`src/rtl/fnd_scan_driver_if.sv`:
```
// Bus between the datapath and the FND scan driver.
//   data   : packed 4-bit digit codes, digit 0 in the low nibble
//   dp     : decimal point request per digit, 1 = lit
//   load   : one-cycle request to capture data/dp at the next frame boundary
//   blank  : level, 1 = whole display dark
//   fnd    : segments g..a, active-low
//   fnd_dp : decimal point segment, active-low
//   com    : digit common enables
//   frame  : one-cycle pulse when the scan wraps to digit 0
interface fnd_scan_driver_if #(
  parameter int unsigned NUM_DIGITS = 6
) ();
  logic [4*NUM_DIGITS-1:0] data;
  logic [NUM_DIGITS-1:0]   dp;
  logic                    load;
  logic                    blank;
  logic [6:0]              fnd;
  logic                    fnd_dp;
  logic [NUM_DIGITS-1:0]   com;
  logic                    frame;

  modport master (
    output data, dp, load, blank,
    input  fnd, fnd_dp, com, frame
  );

  modport slave (
    input  data, dp, load, blank,
    output fnd, fnd_dp, com, frame
  );
endinterface

```
`src/rtl/fnd_scan_driver.sv`:
```
// Time-multiplexed common-anode seven-segment driver.
// Captures digit codes into a shadow register at frame boundaries and scans
// one digit per slot, with decode, decimal point, leading-zero blanking and
// an anti-ghosting blank window at the start of every slot.
//   i_Clk   : system clock
//   i_Reset : asynchronous active-high reset
//   bus     : slave side of fnd_scan_driver_if (inputs data/dp/load/blank,
//             registered outputs fnd/fnd_dp/com/frame)
module fnd_scan_driver #(
  parameter int unsigned NUM_DIGITS     = 6,
  parameter int unsigned CLK_DIV        = 50000,
  parameter int unsigned BLANK_CYCLES   = 500,
  parameter int unsigned HEX_EN         = 0,
  parameter int unsigned LZ_BLANK       = 1,
  parameter int unsigned COM_ACTIVE_LOW = 1
) (
  input  logic            i_Clk,
  input  logic            i_Reset,
  fnd_scan_driver_if.slave bus
);

  localparam int unsigned PW = (CLK_DIV > 1) ? $clog2(CLK_DIV) : 1;
  localparam int unsigned IW = $clog2(NUM_DIGITS);
  localparam logic [PW-1:0] PRESC_LAST = PW'(CLK_DIV - 1);
  localparam logic [PW-1:0] BLANK_END  = PW'(BLANK_CYCLES);
  localparam logic [IW-1:0] IDX_LAST   = IW'(NUM_DIGITS - 1);
  localparam logic [NUM_DIGITS-1:0] COM_OFF =
    (COM_ACTIVE_LOW != 0) ? {NUM_DIGITS{1'b1}} : {NUM_DIGITS{1'b0}};

  logic [PW-1:0]                presc;
  logic [IW-1:0]                idx;
  logic                         load_pend;
  logic [NUM_DIGITS-1:0][3:0]   shadow_data;
  logic [NUM_DIGITS-1:0]        shadow_dp;

  logic                         slot_end_c;
  logic                         frame_end_c;
  logic                         show_c;
  logic [NUM_DIGITS-1:0]        lz_mask_c;
  logic [NUM_DIGITS-1:0]        onehot_c;
  logic [6:0]                   seg_c;

  // Code to active-low g..a segments; codes above 9 are dark unless HEX_EN.
  function automatic logic [6:0] decode(input logic [3:0] code);
    logic [6:0] s;
    case (code)
      4'h0: s = 7'b1000000;
      4'h1: s = 7'b1111001;
      4'h2: s = 7'b0100100;
      4'h3: s = 7'b0110000;
      4'h4: s = 7'b0011001;
      4'h5: s = 7'b0010010;
      4'h6: s = 7'b0000010;
      4'h7: s = 7'b1011000;
      4'h8: s = 7'b0000000;
      4'h9: s = 7'b0011000;
      4'hA: s = 7'b0001000;
      4'hB: s = 7'b0000011;
      4'hC: s = 7'b1000110;
      4'hD: s = 7'b0100001;
      4'hE: s = 7'b0000110;
      default: s = 7'b0001110;
    endcase
    if (code > 4'h9 && HEX_EN == 0) s = 7'h7f;
    return s;
  endfunction

  // Slot and frame boundary strobes.
  always_comb begin
    slot_end_c  = (presc == PRESC_LAST);
    frame_end_c = slot_end_c && (idx == IDX_LAST);
  end

  // Leading-zero mask: a digit is blank when it and every digit above it
  // are zero with no decimal point; digit 0 is always shown.
  always_comb begin
    logic lead;
    lead      = 1'b1;
    lz_mask_c = '0;
    if (LZ_BLANK != 0) begin
      for (int k = NUM_DIGITS - 1; k >= 1; k--) begin
        lead = lead && (shadow_data[IW'(k)] == 4'h0) && !shadow_dp[IW'(k)];
        lz_mask_c[IW'(k)] = lead;
      end
    end
  end

  // Slot content for the digit currently selected.
  always_comb begin
    onehot_c      = '0;
    onehot_c[idx] = 1'b1;
    show_c        = !bus.blank && (presc >= BLANK_END);
    seg_c         = lz_mask_c[idx] ? 7'h7f : decode(shadow_data[idx]);
  end

  // Prescaler, digit index and frame-synchronous shadow capture.
  always_ff @(posedge i_Clk or posedge i_Reset) begin
    if (i_Reset) begin
      presc       <= '0;
      idx         <= '0;
      load_pend   <= 1'b0;
      shadow_data <= '0;
      shadow_dp   <= '0;
    end else begin
      presc <= slot_end_c ? '0 : presc + PW'(1);
      if (slot_end_c) idx <= frame_end_c ? '0 : idx + IW'(1);
      if (frame_end_c) begin
        // A load arriving in the boundary cycle itself is honoured here.
        load_pend <= 1'b0;
        if (load_pend || bus.load) begin
          shadow_data <= bus.data;
          shadow_dp   <= bus.dp;
        end
      end else if (bus.load) begin
        load_pend <= 1'b1;
      end
    end
  end

  // Registered display outputs.
  always_ff @(posedge i_Clk or posedge i_Reset) begin
    if (i_Reset) begin
      bus.fnd    <= 7'h7f;
      bus.fnd_dp <= 1'b1;
      bus.com    <= COM_OFF;
      bus.frame  <= 1'b0;
    end else begin
      bus.frame <= frame_end_c;
      if (show_c) begin
        bus.fnd    <= seg_c;
        bus.fnd_dp <= ~shadow_dp[idx];
        bus.com    <= (COM_ACTIVE_LOW != 0) ? ~onehot_c : onehot_c;
      end else begin
        bus.fnd    <= 7'h7f;
        bus.fnd_dp <= 1'b1;
        bus.com    <= COM_OFF;
      end
    end
  end

endmodule

```
`src/flat_wrapper.sv`:
```
// flat-port wrapper written by rule: the top's interface ports become plain ports
module fnd_scan_driver_flat 
#(
  parameter int unsigned NUM_DIGITS     = 6,
  parameter int unsigned CLK_DIV        = 50000,
  parameter int unsigned BLANK_CYCLES   = 500,
  parameter int unsigned HEX_EN         = 0,
  parameter int unsigned LZ_BLANK       = 1,
  parameter int unsigned COM_ACTIVE_LOW = 1
)
  (i_Clk, i_Reset, bus_data, bus_dp, bus_load, bus_blank, bus_fnd, bus_fnd_dp, bus_com, bus_frame);
  fnd_scan_driver_if #(.NUM_DIGITS(NUM_DIGITS)) bus_i ();
  input  logic i_Clk;
  input  logic i_Reset;
  input wire logic [$bits(bus_i.data)-1:0] bus_data;
  input wire logic [$bits(bus_i.dp)-1:0] bus_dp;
  input wire logic [$bits(bus_i.load)-1:0] bus_load;
  input wire logic [$bits(bus_i.blank)-1:0] bus_blank;
  output wire logic [$bits(bus_i.fnd)-1:0] bus_fnd;
  output wire logic [$bits(bus_i.fnd_dp)-1:0] bus_fnd_dp;
  output wire logic [$bits(bus_i.com)-1:0] bus_com;
  output wire logic [$bits(bus_i.frame)-1:0] bus_frame;
  assign bus_i.data = bus_data;
  assign bus_i.dp = bus_dp;
  assign bus_i.load = bus_load;
  assign bus_i.blank = bus_blank;
  assign bus_fnd = bus_i.fnd;
  assign bus_fnd_dp = bus_i.fnd_dp;
  assign bus_com = bus_i.com;
  assign bus_frame = bus_i.frame;
  fnd_scan_driver #(.NUM_DIGITS(NUM_DIGITS), .CLK_DIV(CLK_DIV), .BLANK_CYCLES(BLANK_CYCLES), .HEX_EN(HEX_EN), .LZ_BLANK(LZ_BLANK), .COM_ACTIVE_LOW(COM_ACTIVE_LOW)) u_core (.i_Clk(i_Clk), .i_Reset(i_Reset), .bus(bus_i));
endmodule
```
`config.mk`:
```
export PLATFORM = sky130hd
export DESIGN_NAME = fnd_scan_driver_flat
export DESIGN_NICKNAME = d
export VERILOG_FILES = /design/src/rtl/fnd_scan_driver_if.sv /design/src/rtl/fnd_scan_driver.sv /design/src/flat_wrapper.sv
export SDC_FILE = /design/constraint.sdc
export NUM_CORES = 1
export LEC_CHECK = 0
export CORE_ASPECT_RATIO = 0.7
export CORE_MARGIN = 2
export CORE_UTILIZATION = 40
export DETAILED_ROUTE_END_ITERATION = 10
export HOLD_SLACK_MARGIN = 0.06
export PLACE_DENSITY = 0.65
export SLEW_MARGIN = 25
export SYNTH_ARGS = -nofsm -noshare
export SYNTH_HDL_FRONTEND = slang
export SYNTH_SLANG_ARGS = --single-unit
```
`constraint.sdc`:
```
create_clock -name i_Clk -period 2.7 [get_ports i_Clk]
set_clock_uncertainty 0.1 [all_clocks]
set_input_delay 0.54 -clock i_Clk [delete_from_list [all_inputs] [get_ports i_Clk]]
set_output_delay 0.54 -clock i_Clk [all_outputs]
set_load 0.03 [all_outputs]
```
# ---- Word-level counts from Yosys, hierarchy flattened
# Memories as Yosys holds them, arrays and structs flattened.
# Cells that the tools add are included.
dict set report totals {
  register_bits 65
  mem_bits_ro 120
  in_bits 34
  output_inout_bits 15
  word_cells 49
  n_memories 2
}
dict set report op_classes {
  add_sub_neg 2
  order_cmp 4
  n_eq_ne 2
  muxes 16
  bitwise_logic 2
  reduce_logical 7
}
# name words word_bits rd rd_ports_with_merged_regs wr line
set mem_list {}
lappend mem_list {{(name not given)} 16 7 1 0 0 fnd_scan_driver.sv:46} ;# case (code)
lappend mem_list {{(name not given)} 8 1 1 0 0 fnd_scan_driver.sv:93} ;# seg_c = lz_mask_c[idx] ? 7'h7f : decode(shadow_data[idx]);
# operator count
set op_table {}
lappend op_table {{2-to-1 mux 7 bit} 3}
lappend op_table {{adder 16 x 1 -> 16 bit (second input constant)} 1}
lappend op_table {{== test 16 bit (second input constant)} 1}
lappend op_table {{greater-or-equal comparator 16 x 9 -> 1 bit (second input constant)} 1}
lappend op_table {{2-to-1 mux 16 bit} 1}
lappend op_table {{binary-select mux 4 bit (select 3 bit)} 1}
lappend op_table {{2-to-1 mux 1 bit} 6}
lappend op_table {{2-to-1 mux 6 bit} 1}
lappend op_table {{inverter 6 bit} 1}
lappend op_table {{greater-than comparator 4 bit (second input constant)} 1}
lappend op_table {{< comparator 3 x 4 -> 1 bit (second input constant)} 1}
lappend op_table {{2-to-1 mux 4 bit} 1}
lappend op_table {{adder 3 x 1 -> 3 bit (second input constant)} 1}
lappend op_table {{binary-select mux 1 bit (select 3 bit)} 1}
lappend op_table {{demux 1 bit (select 3 bit)} 1}
lappend op_table {{== test 3 bit (second input constant)} 1}
lappend op_table {{greater-or-equal comparator 3 x 1 -> 1 bit (second input constant)} 1}
lappend op_table {{logical AND 1 bit} 3}
lappend op_table {{2-to-1 mux 3 bit} 1}
lappend op_table {{AND reduction 2 bit} 1}
lappend op_table {{nonzero test 2 bit} 1}
lappend op_table {{logical NOT 1 bit} 1}
lappend op_table {{logical OR 1 bit} 1}
lappend op_table {{inverter 1 bit} 1}

# ---- Longest topological paths before layout
# Gate-level depths: netlist (run 1).
dict set report logic_depth {
  word_depth 6
  ltp_mapped 10
  depth_no_buf 9
}

# ---- Least setup slack after synthesis (run 1)
# No wires, ideal clock.
dict set report synth_path {
  kind {reg-to-reg}
  start {register u_core.idx[0]}
  end {register u_core.bus.fnd[1]}
  setup_ns 0.083
  arrival_time_ns 2.311
  required_ns 2.517
  path_slack_ns 0.205
  path_stages_with_launch 10
  n_path_buf 2
  period_less_slack_ns 2.495
  cell_sequence {dfrtp_1 buf_2 clkbuf_1 mux2i_1 a2bb2oi_1 ha_1 nor2_1 nor3_1 o21ai_0 a221o_1}
}
dict set report synth_between {
  elab_chain_len 6
  word_cells_on_any_way 9
  cone_classes {1 x order compare; 6 x mux; 2 x memory}
}
# element line
set synth_lines {}
lappend synth_lines {{from (decl)} fnd_scan_driver.sv:31} ;# logic [IW-1:0] idx;
lappend synth_lines {{from (signal assigned)} fnd_scan_driver.sv:106} ;# if (slot_end_c) idx <= frame_end_c ? '0 : idx + IW'(1);
lappend synth_lines {{binary-select mux 4 bit (select 3 bit)} fnd_scan_driver.sv:93}
lappend synth_lines {{2-to-1 mux 4 bit (implied by the code)} fnd_scan_driver.sv:93}
lappend synth_lines {{memory read (16 x 7 bit) / greater-than comparator 4 bit (equally long branches)} -}
lappend synth_lines {{2-to-1 mux 7 bit} fnd_scan_driver.sv:64} ;# if (code > 4'h9 && HEX_EN == 0) s = 7'h7f;
lappend synth_lines {{2-to-1 mux 7 bit *} fnd_scan_driver.sv:93}
lappend synth_lines {{2-to-1 mux 7 bit *} fnd_scan_driver.sv:129} ;# if (show_c) begin
lappend synth_lines {{to (signal assigned)} fnd_scan_driver.sv:130} ;# bus.fnd <= seg_c;
lappend synth_lines {{to (decl)} fnd_scan_driver_if.sv:29} ;# output fnd, fnd_dp, com, frame
# Mark *: on every way between the ends. The rest lies on a longest branch, timed or not. The select of a mux whose other input is x is not followed.
# A chain may end at the register's enable or synchronous reset.

# ---- Final worst setup path (run 1)
dict set report layout_path {
  start {register u_core.presc[0]}
  end {register u_core.shadow_data[19] (netlist name)}
}
dict set report layout_between {
  elab_chain_len 3
}
# element line
set layout_lines {}
lappend layout_lines {{from (decl)} fnd_scan_driver.sv:30} ;# logic [PW-1:0] presc;
lappend layout_lines {{from (signal assigned)} fnd_scan_driver.sv:105} ;# presc <= slot_end_c ? '0 : presc + PW'(1);
lappend layout_lines {{== test 16 bit} fnd_scan_driver.sv:70} ;# slot_end_c = (presc == PRESC_LAST);
lappend layout_lines {{logical AND 1 bit} fnd_scan_driver.sv:71} ;# frame_end_c = slot_end_c && (idx == IDX_LAST);
lappend layout_lines {{AND reduction 2 bit (no source line)} -}
lappend layout_lines {{to (signal assigned)} fnd_scan_driver.sv:111} ;# shadow_data <= bus.data;
lappend layout_lines {{to (decl)} fnd_scan_driver.sv:33} ;# logic [NUM_DIGITS-1:0][3:0] shadow_data;
# Every way passes these cells.

==> results.cfg, run 1 <==
[outcome]
status = complete, no violations

[synthesis]
synthTopCellsByCount = dfrtp_1, mux2_4, nor2_1
synth-compound-area-share_pct = 5.12
synthTopCellsByArea = dfrtp_1, mux2_4, dfstp_2
ys_warn_count = 0
synth_fp_nets = 299
synth_top_area_share_pct = 39.8
async_flop_share_pct = 100
synth-simple-area-share_pct = 13.6
synth-edff-count = 0
synth_ff_type = dfrtp_1
synthAdderAreaFrac_pct = 3.13
synth_most_common_cell = dfrtp_1
synth_top_family_by_area = multiplexers
yosysSeqAreaShare_pct = 51.3
syn_inst = 257
avgSynthCellArea_um2 = 12.5
yosys.area.top_type = dfrtp_1
yosysUniqueCellTypes = 43
muxShareOfSynthArea_pct = 20.0
syn_area_um2 = 3200
ys_seq_elements = 65
synthXorXnorAreaFrac_pct = 3.83

[drt]
vias = 2096
drtPass1Iterations = 4
wl_per_cell_um = 15.0
vias_per_cell = 5.00
final_antenna_net_count = 0
drt-initial-drc-count = 96
drc = 0
routed_wl_mm = 6.29

[setup_path]
slowest_delay_ns = 0.63
cp_cell_sequence = ha_1, and3_1, and4_4, or3b_4, mux2_4
crit_type = flip-flop to flip-flop
startpoint = u_core.presc[0]
reg2reg_to = u_core.shadow_data[19]
worst-path-buf-inv = 0
cp_max_fo = 30
worstSetupEndpointType = flip-flop
r2r_start = u_core.presc[0]
start_kind = flip-flop
critPathCapture = u_core.shadow_data[19]
slowest_stage = or3b_4
r2r_setup_slack_ns = 0.30
reg2reg_depth = 5
cp_num_cells = 5
path_delay_family = simple AND/OR/NAND/NOR gates
cp.arrival_ns = 2.50
critical_path_required_ns = 2.80

[cts]
htree_levels = 3
ctsLongestPathBuffers = 2
cts_buffers = 9
cts.sinks = 65
cts_root_buf = clkbuf_16
insertion_delay_ns = 0.33
clk_pin_slew_ns = 0.05
post_cts_buffers = 0
cts_tree = yes

[power]
intPower_mw = 1.72
seqPwrFrac_pct = 45.7
netSwitchingFraction_pct = 19.6
finalPower_mw = 2.14
combPwrFrac_pct = 3.4
p_per_area_nw_per_um2 = 520
leakage_nw = 1.87
vdd_ir_drop_max_mv = 0.243
clkPwrFrac_pct = 50.9
p_switching_mw = 0.420

[cells_and_area]
nFillCells = 702
fin_util_pct = 52.6
regArea_um2 = 1640
drive_above_1_share_pct = 25.2
layout.nets = 355
area_growth_pct = 28.2
multi_input_area_um2 = 1470
diodes = 0

[timing]
fmax_ghz = 0.417
max-slew-margin-rel_pct = 57.1
fin_crit_sh_pct = 88.8
setup_violations = 0
totalNegativeSetupSlack_ns = 0
hold_violations = 0
drv_slew = 0
grt_setup_unrepaired = false
tightest_slew_ns = 0.644
layout_min_cycle_time_ns = 2.40

[grt]
gr-total-overflow = 0
busiest_layer = met1
grt_start_max_net_pins = 66
grt_pass1_vias = 1998
antenna_found_initial = 0
grt_pass1_wl_mm = 10.4
grt_util_met3_pct = 5.11
grt_use_met1_pct = 23.2
grt.total_usage_pct = 15.5
met2_usage_pct = 20.5

[placed_design]
io_buffers = 48
hpwlAfterDp_mm = 4.65
routabilityCongestion = 0.863

[floorplanning]
coreArea_um2 = 7800
die_area_um2 = 8750
row_count = 27
ios = 49
start_util_pct = 41.0
dieHeight_um = 78.9
fp.dieW_um = 111

[hold_path]
hp-class = flip-flop to flip-flop
min_from = u_core.load_pend

[flow_run]
maxCapViolations = 0
[cell type report]
type	instances	area share, %
Tap cell	101	3.08
Clock inverter	2	0.305
Multi-Input combinational cell	173	35.7
Sequential cell	65	40.0
Inverter	8	0.731
Clock buffer	14	6.67
Timing Repair Buffer	56	13.5
[kinds of logic after synthesis]
family	after synthesis
mux	45
buf+inv	19
fa+ha+maj	8
simple gates	81
compound gates	25
flops	65
xor+xnor	14
[what timing repair did]
item / 4_1_cts / 5_1_grt
hold endpoints to repair: 0 / 0
resized for setup: 0 / 1
hold buffers: 0 / 0
endpoints found under the setup margin: 0 / 1
[power by group through the flow]
stage	Combinational (mW)	Sequential, mW	Clock [mW]
floorplan	0.0154	0.992	0
global placement	0.0747	0.992	0
detailed placement	0.0749	0.992	0
CTS	0.0752	0.976	1.11
global route	0.0796	0.975	1.17
finish	0.0730	0.977	1.09
[layer usage]
| layer | vias to the layer above | share of wire [%] |
|---|---|---|
| met5 | - | 0 |
| met4 | 0 | 0.91 |
| met3 | 8 | 5.3 |
| met2 | 55 | 40 |
| met1 | 1022 | 54 |
| li1 | 1011 | - |
[how the worst min path moves through the flow]
stage	end	slack, ns	cells past startpoint
floorplan	u_core.load_pend	0.36	2
global placement	u_core.load_pend	0.39	2
detailed placement	u_core.shadow_data[0]	0.39	1
CTS	u_core.shadow_data[0]	0.41	1
global route	u_core.shadow_data[7]	0.42	1
finish	u_core.load_pend	0.40	2
[stage by stage]
step                cell area (um^2)  setup slack [ns]  instances  hold slack, ns
finish                          4110             0.304        419           0.401
CTS                             4100             0.259        419           0.409
detailed placement              3810             0.279        403           0.394
global placement                3810             0.312        403           0.392
floorplan                       3200             0.205        257           0.362
global route                    4110            0.0926        419           0.419
[cells in the final DEF (no fill, tap or decap), types with 4 or more instances in the layout]
cell type,count
dfrtp_1,51
clkdlybuf4s50_1,48
mux2_4,30
nor2_1,26
dfstp_2,14
nand3_1,13
nand2_1,11
o21ai_0,11
mux2i_1,10
clkbuf_16,9
xnor2_1,8
ha_1,8
inv_1,7
buf_4,7
xor2_1,6
nand3b_1,5
nor3_1,5
and3_1,4
[flip-flops by register name (all words and copies together), names as in the netlist, 3 cells and up]
name / count
u_core.idx: 3
u_core.presc: 16
u_core.bus.fnd: 7
u_core.bus.com: 6
u_core.shadow_dp: 6
u_core.shadow_data: 24
[tightest hold or removal path, cell delays in order (launching register included)]
cell and delay [ns]:
dfrtp_1 0.32, nor2_1 0.05, nor2_1 0.09
No activity file was read; power rests on OpenSTA's default activity.
==> run 2, diff against run 1 <==
--- a/config.mk
+++ b/config.mk
@@ -5,6 +5,7 @@
 export SDC_FILE = /design/constraint.sdc
 export NUM_CORES = 1
 export LEC_CHECK = 0
+export CAP_MARGIN = 15
 export CORE_ASPECT_RATIO = 0.7
 export CORE_MARGIN = 2
 export CORE_UTILIZATION = 40
==> results of run 2 <==
Final layout, timing and power as in run 1 (identical DEF).
==> run 3, diff against run 2 <==
--- a/config.mk
+++ b/config.mk
@@ -5,7 +5,7 @@
 export SDC_FILE = /design/constraint.sdc
 export NUM_CORES = 1
 export LEC_CHECK = 0
-export CAP_MARGIN = 15
+export CAP_MARGIN = 5
 export CORE_ASPECT_RATIO = 0.7
 export CORE_MARGIN = 2
 export CORE_UTILIZATION = 40
==> results of run 3 <==
Final layout, timing and power as in run 1 (identical DEF).
